**src/rtl/delay_meas_pkg.sv**
```systemverilog
// Shared types and constants for the trigger-to-response delay meter.
package delay_meas_pkg;

    typedef enum logic [1:0] {
        StIdle,
        StWait,
        StHold
    } state_e;

    localparam int unsigned CntWDefault   = 16;
    localparam int unsigned SyncStagesMin = 2;

endpackage

```
**src/rtl/delay_meter_if.sv**
```systemverilog
// Result handshake between the delay meter (master) and the control logic (slave).
interface delay_meter_if #(
    parameter int unsigned CNT_W = delay_meas_pkg::CntWDefault
);

    logic [CNT_W-1:0] meas;
    logic             meas_valid;
    logic             meas_ready;
    logic             timeout;

    modport master(output meas, output meas_valid, output timeout, input meas_ready);
    modport slave(input meas, input meas_valid, input timeout, output meas_ready);

endinterface

```
**src/rtl/sync_rise_detect.sv**
```systemverilog
// Synchronises an asynchronous level and flags its rising edge for one cycle.
module sync_rise_detect
    import delay_meas_pkg::*;
#(
    parameter int unsigned SYNC_STAGES = SyncStagesMin
) (
    input  logic clk,
    input  logic reset,
    input  logic i_async,
    output logic o_rise
);

    logic [SYNC_STAGES-1:0] r_sync;
    logic                   r_stop_d;

    if (SYNC_STAGES < SyncStagesMin) begin : g_bad_stages
        $error("sync_rise_detect: SYNC_STAGES below minimum");
    end

    always_ff @(posedge clk or negedge reset) begin
        if (!reset) begin
            r_sync   <= '0;
            r_stop_d <= 1'b0;
        end else begin
            r_sync   <= {r_sync[SYNC_STAGES-2:0], i_async};
            r_stop_d <= r_sync[SYNC_STAGES-1];
        end
    end

    assign o_rise = r_sync[SYNC_STAGES-1] & ~r_stop_d;

endmodule

```
**src/rtl/delay_meter.sv**
```systemverilog
// Counts cycles from an accepted start pulse to the synchronised rising edge of stop_in,
// with a timeout bound, and hands the result over a valid/ready interface.
module delay_meter
    import delay_meas_pkg::*;
#(
    parameter int unsigned CNT_W       = CntWDefault,
    parameter int unsigned MAX_CYCLES  = 1000,
    parameter int unsigned SYNC_STAGES = SyncStagesMin
) (
    input  logic                 clk,
    input  logic                 reset,
    input  logic                 start,
    input  logic                 stop_in,
    delay_meter_if.master        bus,
    output logic                 busy,
    output logic                 start_dropped
);

    // The counter cannot wrap because the limit always fits in CNT_W bits.
    if (MAX_CYCLES < 1 || (CNT_W < 32 && MAX_CYCLES > (32'd1 << CNT_W) - 32'd1)) begin : g_bad_max
        $error("delay_meter: MAX_CYCLES out of range for CNT_W");
    end

    localparam logic [CNT_W-1:0] MaxCnt = CNT_W'(MAX_CYCLES);

    state_e           r_state, w_state_d;
    logic [CNT_W-1:0] r_cnt, w_cnt_d, w_cnt_inc;
    logic [CNT_W-1:0] r_meas, w_meas_d;
    logic             r_valid, w_valid_d;
    logic             r_timeout, w_timeout_d;
    logic             r_dropped, w_dropped_d;
    logic             w_rise;

    sync_rise_detect #(
        .SYNC_STAGES(SYNC_STAGES)
    ) u_stop_edge (
        .clk    (clk),
        .reset  (reset),
        .i_async(stop_in),
        .o_rise (w_rise)
    );

    always_ff @(posedge clk or negedge reset) begin
        if (!reset) begin
            r_state   <= StIdle;
            r_cnt     <= '0;
            r_meas    <= '0;
            r_valid   <= 1'b0;
            r_timeout <= 1'b0;
            r_dropped <= 1'b0;
        end else begin
            r_state   <= w_state_d;
            r_cnt     <= w_cnt_d;
            r_meas    <= w_meas_d;
            r_valid   <= w_valid_d;
            r_timeout <= w_timeout_d;
            r_dropped <= w_dropped_d;
        end
    end

    always_comb begin
        w_state_d   = r_state;
        w_cnt_d     = r_cnt;
        w_meas_d    = r_meas;
        w_valid_d   = r_valid;
        w_timeout_d = r_timeout;
        w_cnt_inc   = r_cnt + CNT_W'(1);
        w_dropped_d = start && (r_state != StIdle);
        unique case (r_state)
            StIdle: begin
                if (start) begin
                    w_cnt_d   = '0;
                    w_state_d = StWait;
                end
            end
            StWait: begin
                // A rise on the limit edge still counts as a real response.
                if (w_rise) begin
                    w_meas_d    = w_cnt_inc;
                    w_timeout_d = 1'b0;
                    w_valid_d   = 1'b1;
                    w_state_d   = StHold;
                end else if (w_cnt_inc == MaxCnt) begin
                    w_meas_d    = MaxCnt;
                    w_timeout_d = 1'b1;
                    w_valid_d   = 1'b1;
                    w_state_d   = StHold;
                end else begin
                    w_cnt_d = w_cnt_inc;
                end
            end
            StHold: begin
                if (r_valid && bus.meas_ready) begin
                    w_valid_d = 1'b0;
                    w_state_d = StIdle;
                end
            end
            default: w_state_d = StIdle;
        endcase
    end

    assign busy           = (r_state != StIdle);
    assign start_dropped  = r_dropped;
    assign bus.meas       = r_meas;
    assign bus.meas_valid = r_valid;
    assign bus.timeout    = r_timeout;

endmodule

```
**src/flat_wrapper.sv**
```systemverilog
// flat-port wrapper written by rule: the top's interface ports become plain ports
module delay_meter_flat import delay_meas_pkg::*;
#(
    parameter int unsigned CNT_W       = CntWDefault,
    parameter int unsigned MAX_CYCLES  = 1000,
    parameter int unsigned SYNC_STAGES = SyncStagesMin
)
  (clk, reset, start, stop_in, busy, start_dropped, bus_meas, bus_meas_valid, bus_timeout, bus_meas_ready);
  delay_meter_if #(.CNT_W(CNT_W)) bus_i ();
  input  logic clk;
  input  logic reset;
  input  logic start;
  input  logic stop_in;
  output logic busy;
  output logic start_dropped;
  output wire logic [$bits(bus_i.meas)-1:0] bus_meas;
  output wire logic [$bits(bus_i.meas_valid)-1:0] bus_meas_valid;
  output wire logic [$bits(bus_i.timeout)-1:0] bus_timeout;
  input wire logic [$bits(bus_i.meas_ready)-1:0] bus_meas_ready;
  assign bus_meas = bus_i.meas;
  assign bus_meas_valid = bus_i.meas_valid;
  assign bus_timeout = bus_i.timeout;
  assign bus_i.meas_ready = bus_meas_ready;
  delay_meter #(.CNT_W(CNT_W), .MAX_CYCLES(MAX_CYCLES), .SYNC_STAGES(SYNC_STAGES)) u_core (.clk(clk), .reset(reset), .start(start), .stop_in(stop_in), .bus(bus_i), .busy(busy), .start_dropped(start_dropped));
endmodule
```
**config.mk**
```make
export PLATFORM = sky130hd
export DESIGN_NAME = delay_meter_flat
export DESIGN_NICKNAME = d
export VERILOG_FILES = /design/src/rtl/delay_meas_pkg.sv /design/src/rtl/delay_meter_if.sv /design/src/rtl/sync_rise_detect.sv /design/src/rtl/delay_meter.sv /design/src/flat_wrapper.sv
export SDC_FILE = /design/constraint.sdc
export NUM_CORES = 1
export LEC_CHECK = 0
export ABC_AREA = 0
export BUFFER_PORTS_ARGS = -buffer_cell sky130_fd_sc_hd__buf_4
export CAP_MARGIN = 20
export CORE_MARGIN = 2
export CORE_UTILIZATION = 30
export CTS_CLUSTER_SIZE = 20
export DETAILED_ROUTE_END_ITERATION = 12
export PLACE_DENSITY = 0.52
export SYNTH_ARGS = -nofsm -noshare
export SYNTH_HDL_FRONTEND = slang
export SYNTH_SLANG_ARGS = --single-unit
```
**constraint.sdc**
```tcl
create_clock -name clk -period 3.3 [get_ports clk]
set_clock_uncertainty 0.2 [all_clocks]
set_input_delay 0.33 -clock clk [delete_from_list [all_inputs] [get_ports clk]]
set_output_delay 0.33 -clock clk [all_outputs]
set_load 0.03 [all_outputs]
```
## Yosys cells after proc, flatten, opt, wreduce, memory -nomap -nowiden

Index checks and enable logic that the tools add are counted.

- Register bits after elaboration: 40
- Latch bits: 0
- RAM bits: 0
- ROM bits: 0
- Word-level logic and storage cells: 46
- Memories: 0

- Add/sub/neg operators: 1
- Multipliers: 0
- Divide/modulo/power cells: 0
- $lt $le $gt $ge: 0
- Equality and inequality tests: 8
- Shifts and indexed selects: 0
- Mux-type cells: 16
- Bitwise gates (word level): 2
- Reductions and logical operators: 11

Operator list:

| operator | count |
|---|---|
| two-way mux 16 bit | 5 |
| one-hot mux 16 bit (2 select lines) | 1 |
| adder 16 x 1 -> 16 bit (second input constant) | 1 |
| equality test 16 x 10 -> 1 bit (second input constant) | 1 |
| two-way mux 2 bit | 4 |
| nonzero test 2 bit | 4 |
| != test 2 bit (second input constant) | 3 |
| one-hot mux 2 bit (3 select lines) | 1 |
| AND reduction 3 bit | 2 |
| two-way mux 1 bit | 4 |
| AND reduction 4 bit | 1 |
| != test 3 x 2 -> 1 bit (second input constant) | 1 |
| equality test 2 x 1 -> 1 bit (second input constant) | 1 |
| equality test 2 bit (second input constant) | 1 |
| logical AND 1 bit | 2 |
| zero test 2 bit | 1 |
| != test 2 x 1 -> 1 bit (second input constant) | 1 |
| one-hot mux 1 bit (2 select lines) | 1 |
| AND reduction 2 bit | 1 |
| bitwise AND 1 bit | 1 |
| inverter 1 bit | 1 |

## Depth between registers and ports, before layout

Gate-level depths: netlist of the first run.

- Word-level depth: 5
- Depth in mapped cells: 9

## Cells and area by module

From an unflattened synthesis of the first run, not the netlist that was laid out.

- Cells, all modules: 201
- Area, all modules: 2127.0 um2

By module, submodules not included:

| module | instances | cells an instance | area an instance (um2) | sequential area each (um2) |
|---|---|---|---|---|
| delay_meter | 1 | 197 | 2038.2 | 925.9 |
| sync_rise_detect | 1 | 4 | 88.8 | 75.1 |

## Worst setup path after synthesis of the first run

Ideal clock, no wire load.

- Kind: register to register
- Start: reg u_core.r_cnt[1]
- End: reg u_core.r_meas[10], in the netlist u_core.bus.meas[10]
- Library setup time: 0.138 ns
- Arrival time: 2.393 ns
- Data required time: 2.962 ns
- Slack: 0.569 ns
- Stages on the path, launching flop included: 10
- Buffers on the path: 2
- Clock period less this slack: 2.731 ns
- Path through: dfrtp_1 -> ha_1 -> buf_2 -> nand3_1 -> or4_1 -> or4b_1 -> and3_4 -> nor2_4 -> buf_4 -> o22ai_1

- Cells in the longest elaborated chain, start to end: 4
- Elaborated cells between the ends (all ways): 5

RTL lines:

| item | RTL line | text |
|---|---|---|
| from (decl) | delay_meter.sv:27 | `logic [CNT_W-1:0] r_cnt, w_cnt_d, w_cnt_inc;` |
| from (signal assigned) | delay_meter.sv:53 | `r_cnt <= w_cnt_d;` |
| adder 16 x 1 -> 16 bit (*) | delay_meter.sv:67 | `w_cnt_inc = r_cnt + CNT_W'(1);` |
| equality test 16 x 10 -> 1 bit | delay_meter.sv:83 | `end else if (w_cnt_inc == MaxCnt) begin` |
| nonzero test 2 bit (no source line) | - |  |
| AND reduction 2 bit (no source line) | - |  |
| to (signal assigned) | delay_meter.sv:54 | `r_meas <= w_meas_d;` |
| to (decl) | delay_meter.sv:28 | `logic [CNT_W-1:0] r_meas, w_meas_d;` |

Mark *: on every way between the ends. The rest lies on a longest branch, timed or not.
A chain may end at the register's enable or synchronous reset.

## Worst setup path in the final report of the first run

- Start: reg u_core.r_cnt[0]
- End: reg u_core.r_valid, in the netlist u_core.bus.meas_valid

- Cells in the longest elaborated chain, start to end: 4

RTL lines:

| item | RTL line | text |
|---|---|---|
| adder 16 x 1 -> 16 bit | delay_meter.sv:67 |  |
| equality test 16 x 10 -> 1 bit | delay_meter.sv:83 |  |
| != test 3 x 2 -> 1 bit (no source line) | - |  |
| AND reduction 3 bit (no source line) | - |  |
| to (signal assigned) | delay_meter.sv:55 | `r_valid <= w_valid_d;` |
| to (decl) | delay_meter.sv:29 | `logic r_valid, w_valid_d;` |

No other way between the ends.

==> reports/results.tsv, run 1 <==
metric	value	unit
status	finished clean	
grt_max_degree	41	
clock_latency	300	ps
end_kind	flip-flop	
grt_setup_unrepaired	false	
routed_wl	5.243	mm
start_util	30.51	%
cts_sinks	40	
fin_crit	2881	ps
die_w	89.43	um
finalCritPeriodShare	87.31	%
die_h	89.43	um
maxCapViolCount	0	
ir_worst_vdd	0.0002891	V
cts_buffers	5	
gp_congestion	0.7863	
area_delta_synth_final	19.20	%
dr.pass1.iters	4	
cts-resized-gates	0	
clkSlewWorstSetupHoldPaths	90	ps
async_reset_ff_share	100.0	%
clock_path_buffers	2	
stdcell_area	0.002610	mm^2
dp_hpwl	3.641	mm
synth_top_cell_by_area	dfrtp_1	
required	3330	ps
path_class	flip-flop to flip-flop	
final_antenna_net_count	0	
worstPathArrival	2920	ps
antenna_cells	0	
first_global_vias	1719	
num_io_pins	25	
clock.fmax	0.3471	GHz
grtUsageTotal	14.53	%
ys_warn_count	0	
cts_tree	done	
synth-edff-count	0	
syn_area_per_cell	9.397	um^2
post_cts.repair.setup_buffers	0	
vias_per_cell	5.017	
core_area	0.007176	mm^2
syn_nets	240	
drc	0	
synth.distinct_cells	56	
root_buffer	clkbuf_8	
wl_per_cell	14.77	um
yosys-top-cells-area	dfrtp_1 (46%), nand2_1 (5.5%), o21ai_0 (4.6%)	
crit_path_max_fanout	11	
synth_top_area_share	45.71	%
io_buffers	24	
num_rows	31	
worst_pin_slew	654.2	ps
dieArea	0.007998	mm^2
finalNetCount	262	
drt_iter0_markers	68	
ys_seq_area_share	45.71	%
drive_gt1_share	20.31	%
netlist_area	0.002190	mm^2
pwr_density_cell	700.0	mW/mm^2
final_hold_viol_count	0	
overflow	0	
setup_tns	0	ps
vias	1781	
setup_viol	0	
slew_viol_final	0	
syn_inst	233	
nFillCells	757	
p_leak	0.001048	uW
place_area	0.002469	mm^2
grt_pass1_wl	8.804	mm
slew_headroom	56.23	%
synthFlopType	dfrtp_1	
antenna_found_initial	0	
start_kind	flip-flop	
cts_max_level	2	
min_path_type	input pin to flip-flop	
ys_seq_elements	40	
## synthesized netlist by cell type, drive strengths merged (6+ instances only)
master / n
nand2: 32
nor2: 12
clkbuf: 8
buf: 11
xnor2: 7
o22ai: 10
o21ai: 20
nand3: 12
o31a: 6
xor2: 7
dfrtp: 40
## metal layers
layer  wire length, um  track usage, %  vias to the layer above  part of all wire (%)
met5                 0               0                        -                     0
met4                86           4.749                        0                   1.6
met3               218           3.509                        9                   4.2
met2              2339           22.22                       36                    45
met1              2599           20.17                      853                    50
li1                  -               -                      883                     -
## timing repair
| item | CTS | global route |
|---|---|---|
| hold endpoints to repair | 41 | 0 |
| endpoints found under the setup margin | 0 | 0 |
| hold buffers | 2 | 0 |
## cell usage in the layout, fill, tap and decap left out, types with 5 or more instances in the layout
cell type,instances
xnor2_1,7
nor2_1,11
nand2b_1,5
o22ai_1,10
xor2_1,7
nand3_1,11
o21ai_0,20
dfrtp_1,40
nand2_1,32
o31a_1,6
buf_4,31
clkbuf_8,6
## logic make-up (layout without fill, tap and decap cells)
group,Yosys count,in the layout,share of synthesized area [%]
flops,40,40,45.71
xor+xnor,14,14,5.600
simple gates,95,95,23.60
buf+inv,21,44,4.800
compound gates,58,58,17.66
fa+ha+maj,2,2,1.143
mux,3,3,1.486
## sequential cells by signal, indices dropped and copies added (netlist names)
name                         cells
u_core.bus.timeout               1
u_core.r_state                   2
u_core.u_stop_edge.r_stop_d      1
u_core.u_stop_edge.r_sync        2
u_core.bus.meas                 16
u_core.start_dropped             1
u_core.bus.meas_valid            1
u_core.r_cnt                    16
## worst paths after layout
path	startpoint	end	slack (ps)	cells past startpoint
max in group asynchronous	reset	u_core.bus.meas[1]$_DFFE_PN0P_	2190	2
min in group asynchronous	reset	u_core.r_cnt[7]$_DFFE_PN0P_	360	2
worst max-delay path	u_core.r_cnt[0]$_DFFE_PN0P_	u_core.bus.meas_valid$_DFFE_PN0P_	420	8
worst min register to register	u_core.u_stop_edge.r_sync[0]$_DFF_PN0_	u_core.u_stop_edge.r_sync[1]$_DFF_PN0_	160	0
worst max register to register	u_core.r_cnt[0]$_DFFE_PN0P_	u_core.bus.meas_valid$_DFFE_PN0P_	420	8
worst min-delay path	start	u_core.start_dropped$_DFF_PN0_	50	2
## final cells by class
type	count	area, um^2	share of cell area (%)
multi-input cells	172	1084	41.51
clock buffers	6	82.58	3.164
clock inverters	2	38.79	1.486
flip-flops and latches	40	1001	38.35
inverters	2	7.507	0.2876
well taps	99	123.9	4.746
repair buffers	34	272.8	10.45
## metrics by stage
step | utilization [%] | std cells | hold WS (ps) | setup slack [ps] | power (uW)
2_1_floorplan | - | 233 | -165.6 | 568.7 | 1150
3_3_place_gp | 34.40 | 345 | 134.7 | 476.1 | 1405
3_5_place_dp | 34.40 | 345 | 140.1 | 470.7 | 1404
4_1_cts | 36.37 | 355 | 45.33 | 438.4 | 1844
5_1_grt | 36.37 | 355 | 58.64 | 239.3 | 1942
6_report | 36.37 | 355 | 48.90 | 418.6 | 1827
## report_power, final
group          internal [uW]  total (uW)  switching (uW)
registers                589         673            84.3
clock network            248         436             188
logic                    270         718             448
total                   1110        1830             720
## worst max-delay path: stages (launching register included)
cell     delay [ps]
dfrtp_1         360
ha_1            370
nand3_1         150
or4_1           450
or4b_1          510
and3_4          180
nor2_4          260
buf_12          170
o32a_2          150
No activity file was read; power rests on OpenSTA's default activity.
==> inputs of run 2 (changes only) <==
--- a/config.mk
+++ b/config.mk
@@ -9,10 +9,10 @@
 export BUFFER_PORTS_ARGS = -buffer_cell sky130_fd_sc_hd__buf_4
 export CAP_MARGIN = 20
 export CORE_MARGIN = 2
-export CORE_UTILIZATION = 30
+export CORE_UTILIZATION = 40
 export CTS_CLUSTER_SIZE = 20
 export DETAILED_ROUTE_END_ITERATION = 12
-export PLACE_DENSITY = 0.52
+export PLACE_DENSITY = 0.63
 export SYNTH_ARGS = -nofsm -noshare
 export SYNTH_HDL_FRONTEND = slang
 export SYNTH_SLANG_ARGS = --single-unit
==> reports/results.tsv, run 2 (synthesized netlist as in run 1, its figures left out) <==
metric	value	unit
status	finished clean	
drc	0	
num_rows	26	
clkSlewWorstSetupHoldPaths	80	ps
dp_hpwl	3.223	mm
finalNetCount	260	
slew_viol_final	0	
first_global_vias	1657	
clock_latency	290	ps
cts-resized-gates	0	
hold_path_depth	2	
required	3240	ps
wl_per_cell	14.65	um
crit_path_max_fanout	20	
vias	1776	
end_kind	flip-flop	
antenna_found_initial	0	
worst_pin_slew	589.3	ps
root_buffer	clkbuf_8	
fin_crit	3046	ps
drive_gt1_share	18.97	%
maxCapViolCount	0	
vias_per_cell	5.498	
worstRegToRegCells	7	
dp_cells	314	
area_delta_synth_final	14.29	%
core_area	0.005205	mm^2
timing.rr.end	u_core.bus.meas[10]$_DFFE_PN0P_	
grt_pass1_wl	8.107	mm
clock_path_buffers	2	
final_hold_viol_count	0	
num_io_pins	25	
ir_worst_vdd	0.0004004	V
cts_buffers	5	
die_h	77.99	um
cts_max_level	2	
start_util	42.07	%
dr.pass1.iters	4	
start_kind	flip-flop	
finalCritPeriodShare	92.30	%
final_common_cell	dfrtp_1	
setup_tns	0	ps
setup_viol	0	
final_cell_mix	dfrtp_1 (40), nand2_1 (32), buf_4 (30)	
grt_setup_unrepaired	false	
worstHoldEndpoint	u_core.start_dropped$_DFF_PN0_	
final_antenna_net_count	0	
worstReg2RegStart	u_core.r_cnt[1]$_DFFE_PN0P_	
final_cells	323	
post_cts.repair.setup_buffers	0	
min_path_type	input pin to flip-flop	
hp-start	start	
io_buffers	24	
grtUsageTotal	16.73	%
cts_sinks	40	
r2r_setup_slack	250	ps
p_leak	0.001014	uW
gp_congestion	0.8803	
slew_headroom	60.62	%
dieArea	0.006082	mm^2
cts_tree	done	
worstPathArrival	2990	ps
clock.fmax	0.3283	GHz
antenna_cells	0	
pwr_density_cell	677.0	mW/mm^2
routed_wl	4.731	mm
path_class	flip-flop to flip-flop	
die_w	77.99	um
ctsHoldBuffers	2	
overflow	0	
grt_max_degree	41	
drt_iter0_markers	138	
run 2: how the worst max path moves through the flow:
stage / cells after the start / start / slack [ps] / to
finish: 7 / u_core.r_cnt[1]$_DFFE_PN0P_ / 250 / u_core.bus.meas[10]$_DFFE_PN0P_
global route: 7 / u_core.r_cnt[1]$_DFFE_PN0P_ / 5 / u_core.r_cnt[6]$_DFFE_PN0P_
CTS: 7 / u_core.r_cnt[1]$_DFFE_PN0P_ / 240 / u_core.bus.meas[10]$_DFFE_PN0P_
detailed placement: 7 / u_core.r_cnt[1]$_DFFE_PN0P_ / 250 / u_core.bus.meas[10]$_DFFE_PN0P_
global placement: 7 / u_core.r_cnt[1]$_DFFE_PN0P_ / 340 / u_core.bus.meas[11]$_DFFE_PN0P_
floorplan: 9 / u_core.r_cnt[1]$_DFFE_PN0P_ / 570 / u_core.bus.meas[10]$_DFFE_PN0P_
run 2: layout make-up:
cell class,instances,area [um^2]
Fill cell,513,2703
Clock inverter,1,5.005
Sequential cell,40,1001
Multi-Input combinational cell,172,1084
Inverter,2,7.507
Tap cell,70,87.58
Timing Repair Buffer,32,245.2
Clock buffer,6,72.57
run 2: per-stage QoR:
stage	power [uW]	setup slack [ps]	utilization (%)	hold slack (ps)	instance area [um^2]
final	1694	254.2	48.08	59.04	2502
after detailed placement	1396	247.6	46.20	147.1	2405
after global routing	1804	5.121	48.08	45.28	2502
after floorplan	1150	568.7	-	-165.6	2190
after global placement	1392	336.2	46.20	132.6	2405
after CTS	1712	236.0	48.08	51.46	2502
run 2: critical path, stage by stage (launching register included):
cell and delay, ps:
dfrtp_1 470, ha_1 390, nand3_1 130, or4_1 450, or4b_1 510, and3_4 190, nor2_4 400, o22ai_1 170
run 2: metal layers:
| metal | share of wire (%) | track usage, % | wire, um |
|---|---|---|---|
| met1 | 49 | 23.39 | 2301 |
| met2 | 46 | 26.03 | 2182 |
| met3 | 4.4 | 3.488 | 210 |
| met4 | 0.78 | 5.263 | 37 |
| met5 | 0 | 0 | 0 |
run 2: where the power goes:
part	internal [uW]	leakage, uW	total (uW)	switching, uW
registers	589	0.000525	682	92.9
clock network	144	0.0000410	310	166
logic	275	0.000448	702	427
total	1010	0.00101	1690	686
==> inputs of run 3 (changes only) <==
--- a/config.mk
+++ b/config.mk
@@ -12,7 +12,7 @@
 export CORE_UTILIZATION = 40
 export CTS_CLUSTER_SIZE = 20
 export DETAILED_ROUTE_END_ITERATION = 12
-export PLACE_DENSITY = 0.63
+export PLACE_DENSITY = 0.65
 export SYNTH_ARGS = -nofsm -noshare
 export SYNTH_HDL_FRONTEND = slang
 export SYNTH_SLANG_ARGS = --single-unit
==> constraint.sdc (replaced) <==
create_clock -name clk -period 2.6 [get_ports clk]
set_clock_uncertainty 0.2 [all_clocks]
set_input_delay 0.26 -clock clk [delete_from_list [all_inputs] [get_ports clk]]
set_output_delay 0.26 -clock clk [all_outputs]
set_load 0.03 [all_outputs]
==> reports/results.tsv, run 3 (synthesized netlist as in run 1, its figures left out) <==
metric	value	unit
worstPathArrival	2460	ps
drt_iter0_markers	106	
vias	1851	
num_io_pins	25	
wl_per_cell	14.51	um
clock.fmax	0.3976	GHz
cp-endpoint	u_core.bus.meas[11]$_DFFE_PN0P_	
final_antenna_net_count	0	
clkSlewWorstSetupHoldPaths	80	ps
first_global_vias	1806	
p_leak	0.001163	uW
worst_pin_slew	580.3	ps
final_common_cell	buf_4	
dp_hpwl	3.489	mm
core_area	0.005205	mm^2
finalCritPeriodShare	96.74	%
vias_per_cell	5.350	
hp-start	bus_meas_ready	
max_stage_delay	500	ps
final_cell_mix	buf_4 (48), dfrtp_1 (35), nand2_1 (32)	
dieArea	0.006082	mm^2
antenna_cells	0	
drive_gt1_share	29.71	%
seq_area	0.001007	mm^2
routed_wl	5.021	mm
power_frac_seq	35.6	%
path_class	flip-flop to flip-flop	
timing.rr.end	u_core.bus.meas[11]$_DFFE_PN0P_	
r2r_setup_slack	80	ps
die_h	77.99	um
dr.pass1.iters	4	
ir_worst_vdd	0.0006380	V
gp_congestion	0.8282	
setup_tns	0	ps
cts_sinks	40	
cp_slowest_cell	or4b_1	
nFillCells	491	
slew_headroom	61.22	%
worst-path-buf-inv	1	
setup_viol	0	
start_util	42.07	%
fin_crit	2515	ps
num_rows	26	
pwr_density_cell	855.3	mW/mm^2
end_kind	flip-flop	
grtUsageTotal	17.75	%
cp_top_family	simple AND/OR/NAND/NOR gates	
cts_max_level	2	
area_delta_synth_final	27.49	%
crit_chain	ha_4 > nand3_4 > or4_4 > or4b_1 > and3_4 > nor2_4 > buf_6 > o22ai_1	
slew_viol_final	0	
grt_max_degree	41	
final_hold_viol_count	0	
power_frac_comb	40.9	%
required	2540	ps
root_buffer	clkbuf_8	
grt_pass1_wl	8.542	mm
clock_path_buffers	2	
p_int	1479	uW
crit_cells	8	
fin_total_pwr	2388	uW
worstRegToRegCells	8	
drc	0	
antenna_found_initial	0	
cts_buffers	5	
clock_latency	290	ps
netSwitchingPower	908.4	uW
die_w	77.99	um
finalNetCount	282	
clkPwrFrac	23.4	%
maxCapViolCount	0	
multi_input_area	0.001139	mm^2
min_path_type	input pin to flip-flop	
crit_start	u_core.r_cnt[0]$_DFFE_PN0P_	
cts_tree	done	
status	finished clean	
worstReg2RegStart	u_core.r_cnt[0]$_DFFE_PN0P_	
io_buffers	24	
switching_share	38.05	%
overflow	0	
start_kind	flip-flop	
crit_path_max_fanout	8	
-- run 3: changes by cell type in the layout (fill, tap and decap cells not counted), moves of 2 or more --
| cell | delta |
|---|---|
| dfrtp_1 | -5 |
| buf_6 | +3 |
| clkbuf_8 | +2 |
| buf_4 | +18 |
| dfrtp_2 | +5 |
-- run 3: metal layers --
metal | share of wire (%) | up-vias | global-route usage (%)
met3 | 5.2 | 6 | 3.605
met2 | 44 | 47 | 27.93
met5 | 0 | - | 0
li1 | - | 924 | -
met1 | 49 | 874 | 24.80
met4 | 1.1 | 0 | 5.088
-- run 3: area by class of cell --
| class | count | share of cell area [%] |
|---|---|---|
| inverters | 2 | 0.2689 |
| well taps | 70 | 3.138 |
| flip-flops and latches | 40 | 36.08 |
| multi-input cells | 172 | 40.79 |
| repair buffers | 54 | 15.19 |
| clock inverters | 1 | 1.076 |
| clock buffers | 7 | 3.451 |
-- run 3: how the worst min path moves through the flow --
stage                                        end  cells past startpoint
6_report       u_core.bus.meas_valid$_DFFE_PN0P_                      3
5_1_grt        u_core.bus.meas_valid$_DFFE_PN0P_                      3
4_1_cts        u_core.bus.meas_valid$_DFFE_PN0P_                      3
3_5_place_dp      u_core.bus.meas[6]$_DFFE_PN0P_                      1
3_3_place_gp      u_core.bus.meas[6]$_DFFE_PN0P_                      1
2_1_floorplan     u_core.bus.meas[0]$_DFFE_PN0P_                      0
-- run 3: timing repair --
item | CTS | global route
pin swaps | 0 | 6
gates cloned | 0 | 0
setup endpoints to repair | 2 | 21
hold buffers | 3 | 0
hold endpoints to repair | 42 | 0
buffers inserted | 0 | 0
resized for setup | 1 | 12
-- run 3: worst reg2reg max path: cells and delay by family (launching register included) --
kind | cells | cell delay [ps]
buffers and inverters | 1 | 140
adder cells (fa/ha/maj) | 1 | 210
AO/OA/AOI/OAI | 1 | 90
flip-flops | 1 | 420
AND/OR/NAND/NOR | 5 | 1320
-- run 3: power groups by stage --
| stage | Combinational [uW] | Clock, uW | Sequential (uW) |
|---|---|---|---|
| after global placement | 951 | 0 | 855 |
| after floorplan | 458 | 0 | 1010 |
| after global routing | 1070 | 605 | 871 |
| final | 978 | 559 | 851 |
| after CTS | 973 | 576 | 850 |
| after detailed placement | 954 | 0 | 858 |
-- run 3: stage by stage --
stage | hold WS, ps | utilization [%] | cells | area (um^2) | setup slack [ps]
after floorplan | -235.6 | - | 233 | 2208 | 25.82
after global placement | 69.44 | 49.54 | 335 | 2579 | 84.78
after detailed placement | 77.61 | 49.54 | 335 | 2579 | 26.19
after CTS | 94.37 | 52.74 | 346 | 2745 | 33.20
after global routing | 116.5 | 53.63 | 346 | 2791 | -25.21
final | 102.7 | 53.63 | 346 | 2791 | 84.84
